**config.mk**
```make
export PLATFORM = sky130hd
export DESIGN_NAME = fwd_tracker
export DESIGN_NICKNAME = d
export VERILOG_FILES = /design/src/rtl/fwd_tracker.sv
export SDC_FILE = /design/constraint.sdc
export NUM_CORES = 1
export LEC_CHECK = 0
export CAP_MARGIN = 25
export CORE_MARGIN = 2
export CORE_UTILIZATION = 59
export DETAILED_ROUTE_END_ITERATION = 12
export GPL_ROUTABILITY_DRIVEN = 0
export PLACE_DENSITY = 0.87
export SLEW_MARGIN = 40
export SYNTH_ARGS = -nofsm -noshare
export SYNTH_HDL_FRONTEND = slang
export SYNTH_SLANG_ARGS = --single-unit
```
**constraint.sdc**
```tcl
create_clock -name i_clk -period 6.19 [get_ports i_clk]
set_input_delay 1.238 -clock i_clk [delete_from_list [all_inputs] [get_ports i_clk]]
set_output_delay 1.238 -clock i_clk [all_outputs]
set_load 0.1 [all_outputs]
```
**src/rtl/fwd_tracker.sv**
```systemverilog
// fwd_tracker: per-channel writeback shift buffers with youngest-match operand bypass select and stall.
// Defining FWD_TRACKER_PERF_EN adds saturating hit/stall counters (o_hit_cnt, o_stall_cnt).
module fwd_tracker #(
  parameter int NUM_CH      = 3,
  parameter int DEPTH       = 3,
  parameter int NUM_SRC     = 4,
  parameter int ADDR_W      = 5,
  parameter int READY_STAGE = 1
`ifdef FWD_TRACKER_PERF_EN
  ,
  parameter int CNT_W       = 32
`endif
) (
  input  logic                            i_clk,
  input  logic                            i_rst_n,
  input  logic                            i_adv,
  input  logic                            i_flush,
  input  logic [NUM_CH-1:0]               i_ch_valid,
  input  logic [NUM_CH*ADDR_W-1:0]        i_ch_rd,
  input  logic [NUM_CH-1:0]               i_ch_rdy,
  input  logic [NUM_SRC*ADDR_W-1:0]       i_src_addr,
  input  logic [NUM_SRC-1:0]              i_src_req,
  output logic [NUM_SRC*NUM_CH*DEPTH-1:0] o_fwd_sel,
  output logic [NUM_SRC-1:0]              o_fwd_hit,
  output logic                            o_stall
`ifdef FWD_TRACKER_PERF_EN
  ,
  output logic [CNT_W-1:0]                o_hit_cnt,
  output logic [CNT_W-1:0]                o_stall_cnt
`endif
);
  localparam int NE = NUM_CH * DEPTH;

  logic [NE-1:0]             valid_reg, valid_next;
  logic [NE-1:0]             rdy_reg, rdy_next;
  logic [NE-1:0][ADDR_W-1:0] rd_reg, rd_next;
  logic [NUM_SRC-1:0]        src_stall;
  logic                      shift_en;

  assign shift_en = i_adv & ~i_flush;

  genvar gi, gj;
  generate
    for (gi = 0; gi < NUM_CH; gi++) begin : g_ch
      for (gj = 0; gj < DEPTH; gj++) begin : g_stage
        localparam int   IDX       = gi * DEPTH + gj;
        localparam logic FORCE_RDY = (gj >= READY_STAGE);
        logic              valid_in;
        logic              rdy_in;
        logic [ADDR_W-1:0] rd_in;

        if (gj == 0) begin : g_head
          assign valid_in = i_ch_valid[gi];
          assign rd_in    = i_ch_rd[gi*ADDR_W +: ADDR_W];
          assign rdy_in   = i_ch_rdy[gi];
        end else begin : g_tail
          assign valid_in = valid_reg[IDX-1];
          assign rd_in    = rd_reg[IDX-1];
          assign rdy_in   = rdy_reg[IDX-1];
        end

        // Entries landing at or past READY_STAGE have their data guaranteed.
        assign valid_next[IDX] = i_flush ? 1'b0 : (shift_en ? valid_in : valid_reg[IDX]);
        assign rd_next[IDX]    = shift_en ? rd_in : rd_reg[IDX];
        assign rdy_next[IDX]   = shift_en ? (rdy_in | FORCE_RDY) : rdy_reg[IDX];
      end
    end

    for (gi = 0; gi < NUM_SRC; gi++) begin : g_src
      logic [ADDR_W-1:0] addr;
      logic [NE-1:0]     sel;
      logic              sel_rdy;
      logic              found;

      assign addr = i_src_addr[gi*ADDR_W +: ADDR_W];

      // Scan youngest stage first, lowest channel first within a stage.
      always_comb begin
        sel     = '0;
        sel_rdy = 1'b0;
        found   = 1'b0;
        for (int s = 0; s < DEPTH; s++) begin
          for (int c = 0; c < NUM_CH; c++) begin
            if (!found && valid_reg[c*DEPTH+s] && (rd_reg[c*DEPTH+s] == addr) && (addr != '0)) begin
              sel[c*DEPTH+s] = 1'b1;
              sel_rdy        = rdy_reg[c*DEPTH+s];
              found          = 1'b1;
            end
          end
        end
      end

      assign o_fwd_sel[gi*NE +: NE] = sel;
      assign o_fwd_hit[gi]          = found;
      assign src_stall[gi]          = i_src_req[gi] & found & ~sel_rdy;
    end
  endgenerate

  assign o_stall = |src_stall;

  always_ff @(posedge i_clk or negedge i_rst_n) begin
    if (!i_rst_n) begin
      valid_reg <= '0;
      rdy_reg   <= '0;
      rd_reg    <= '0;
    end else begin
      valid_reg <= valid_next;
      rdy_reg   <= rdy_next;
      rd_reg    <= rd_next;
    end
  end

`ifdef FWD_TRACKER_PERF_EN
  logic [CNT_W-1:0] hit_cnt_reg;
  logic [CNT_W-1:0] stall_cnt_reg;
  logic             any_hit;

  assign any_hit = |(i_src_req & o_fwd_hit);

  always_ff @(posedge i_clk or negedge i_rst_n) begin
    if (!i_rst_n) begin
      hit_cnt_reg   <= '0;
      stall_cnt_reg <= '0;
    end else begin
      if (o_stall && (stall_cnt_reg != '1))
        stall_cnt_reg <= stall_cnt_reg + CNT_W'(1);
      if (any_hit && !o_stall && (hit_cnt_reg != '1))
        hit_cnt_reg <= hit_cnt_reg + CNT_W'(1);
    end
  end

  assign o_hit_cnt   = hit_cnt_reg;
  assign o_stall_cnt = stall_cnt_reg;
`endif

endmodule

```
==> reports/metrics.yaml <==
finish:
  layout-drive-gt1-share_pct: 25.0
  final_nets: 659
  area_delta_synth_final_pct: 20.3
  diodes: 0
  fill_cells: 591
  largest_reg_flops: 30
  fin_cells: 723
outcome:
  status: "finished clean"
routing:
  drc_errors: 0
  drt_iter0_markers: 562
  wl_um: 16900
  ant_nets: 0
  viasPerCell: 6.44
  wl_per_cell_um: 23.3
  drt_pass1_iterations: 5
  vias: 4653
logic_synthesis:
  synth_common_cells: "xnor2_1, dfrtp_1, mux2_2"
  synth_cell_types: 46
  ys_seq_area_share_pct: 27.0
  synthCells: 574
  yosysMostFrequentCell: "xnor2_1"
  netlist.area_leader.share_pct: 27.0
  synthTopCellsByArea: "dfrtp_1, xnor2_1, mux2_2"
  synth_top_cell_by_area: "dfrtp_1"
  synth-main-ff-cell: "dfrtp_1"
  synth_area_um2: 5380
  ys_ff_latch: 58
  ys_warn_count: 0
  synth.avg_cell_area_um2: 9.38
  synth_edf_count: 0
  synth_nets: 623
  synthArstFlopShare_pct: 100
grt:
  first_global_vias: 4710
  grt_pass1_wl_um: 26300
  grt-ovfl-total: 0
  grt_max_degree: 59
  antenna_found_initial: 0
  grtUsageTotal_pct: 34.9
cts:
  hold_buffers: 0
  cts_tree: "yes"
  clock_latency_ps: 360
  clk_pin_slew_ps: 70
  cts_made_buffers: 9
  h-tree-depth: 3
  cts_num_sinks: 58
  cts_resized: 0
  clockBufferDepth: 2
  cts-root-buf: "clkbuf_8"
  post_cts_buffers: 0
placed_design:
  hpwl_um: 12400
  port_buffers: 89
  place_inst: 707
worst_setup_path:
  r2r_start: "valid_reg[3]$_DFFE_PN0P_"
  cp_max_fo: 12
  r2r-end: "valid_reg[4]$_DFFE_PN0P_"
  r2r_slack_ps: 5110
  crit_slowest_cell: "or4_1"
  crit_chain: "clkdlybuf4s50_1 -> buf_4 -> or4_1 -> nor2_2 -> or3_1 -> nand2_1 -> nor3_1 -> nand3b_1 -> nor4_2 -> buf_12"
  crit_type: "primary input to output port"
  startpoint_type: "primary input"
  cp.required_ps: 4950
  r2r_cells: 2
  crit_end: "o_fwd_sel[29]"
  cp.arrival_ps: 4600
  crit_start: "i_src_addr[16]"
  crit_path_end_kind: "output port"
  max_stage_delay_ps: 570
floorplan:
  chipWidth_um: 99.5
  die_y_um: 99.5
  start_util_pct: 61.4
  ios: 90
  die_area_um2: 9900
  coreArea_um2: 8760
  rows: 34
power_and_ir_drop:
  pwr-share-seq_pct: 42.2
  clkPwrFrac_pct: 24.8
  p_switching_w: 0.000635
  swShare_pct: 39.1
  p_leak_nw: 2.50
  p_comb_share_pct: 33.0
  p_int_w: 0.000990
  ir_drop_mv: 0.176
  powerDensity_nw_per_um2: 251
timing:
  fin_crit_sh_pct: 94.3
  maxSlewHeadroom_pct: 43.1
  setup_tns_ps: 0
  hold_viol_final: 0
  skew_ps: 14.4
  drv_slew: 0
  worst_slew_pin_slew_ps: 845
  setup_viol: 0
  fmax_mhz: 171
  min_period_ps: 5840
  rsz0062_at_grt: "false"
min_path:
  hold_path.class: "flip-flop to flip-flop"
flow_run:
  drv_cap: 0
## layer usage
layer / up-vias / GRT usage, % / wire length (µm)
met5: - / 0 / 34
met4: 2 / 20.0 / 1070
met3: 107 / 8.15 / 1930
met2: 342 / 54.6 / 7550
met1: 2188 / 44.3 / 6290
li1: 2014 / - / -
## cells by family after synthesis
family,Yosys count,synth area share [%]
AOI/OAI and AO/OA,13,2.49
xor gates and xnor gates,180,29.3
buffers and inverters,85,7.56
DFF,58,27.0
muxes,64,13.2
and+or+nand+nor,174,20.5
## worst min path at each step
stage	cells past startpoint	slack, ps	from	end
final	1	630	rdy_reg[5]$_DFFE_PN0P_	rdy_reg[5]$_DFFE_PN0P_
after global routing	1	630	rdy_reg[5]$_DFFE_PN0P_	rdy_reg[5]$_DFFE_PN0P_
after CTS	1	630	rdy_reg[5]$_DFFE_PN0P_	rdy_reg[5]$_DFFE_PN0P_
after detailed placement	1	590	rdy_reg[5]$_DFFE_PN0P_	rdy_reg[5]$_DFFE_PN0P_
after global placement	1	590	rdy_reg[5]$_DFFE_PN0P_	rdy_reg[5]$_DFFE_PN0P_
after floorplan	1	480	rdy_reg[5]$_DFFE_PN0P_	rdy_reg[5]$_DFFE_PN0P_
## critical path: cells and delay by family
| kind | cells | cell delay [ps] |
|---|---|---|
| buffers and inverters | 3 | 820 |
| AND/OR/NAND/NOR | 7 | 2520 |
## power by group through the flow
stage	Clock (W)	Combinational, W	Sequential, W
after floorplan	0	0.000579	0.000477
after global placement	0	0.000504	0.000671
after detailed placement	0	0.000529	0.000674
after CTS	0.000402	0.000533	0.000668
after global routing	0.000419	0.000579	0.000684
final	0.000403	0.000536	0.000686
## final cells by class
class / instances / area [µm²] / area share, %
clock buffer: 11 / 141 / 2.18
clock inverter: 5 / 77.6 / 1.20
inverter: 6 / 22.5 / 0.348
multi-input combinational: 431 / 3590 / 55.5
sequential: 58 / 1450 / 22.4
tap: 108 / 135 / 2.09
timing repair buffer: 104 / 1050 / 16.2
## layout by cell type (no fill, tap or decap), types with 5 or more instances in the layout
cell type,netlist,layout
nor3_1,12,12
nor4_1,23,19
mux2_2,52,52
mux2i_1,10,10
or4_1,5,5
dfrtp_1,58,58
xor2_1,50,50
inv_1,6,6
clkbuf_8,0,10
buf_4,7,43
nor4_2,8,9
nor2_1,22,22
nand4_1,32,32
clkdlybuf4s50_1,0,47
nand2_1,21,21
and2_1,6,6
xnor2_1,130,130
buf_12,0,12
nand3_1,6,6
## stage by stage
| stage | hold slack [ps] | setup WS, ps | power, W | utilization, % | instance area (µm²) |
|---|---|---|---|---|---|
| finish | 632 | 352 | 0.00163 | 73.8 | 6470 |
| global placement | 594 | 677 | 0.00118 | 71.3 | 6250 |
| floorplan | 482 | 13.8 | 0.00106 | - | 5450 |
| global route | 630 | 231 | 0.00168 | 73.8 | 6470 |
| CTS | 629 | 513 | 0.00160 | 73.8 | 6470 |
| detailed placement | 593 | 560 | 0.00120 | 71.3 | 6250 |
Power figures use the tool's default switching activity.
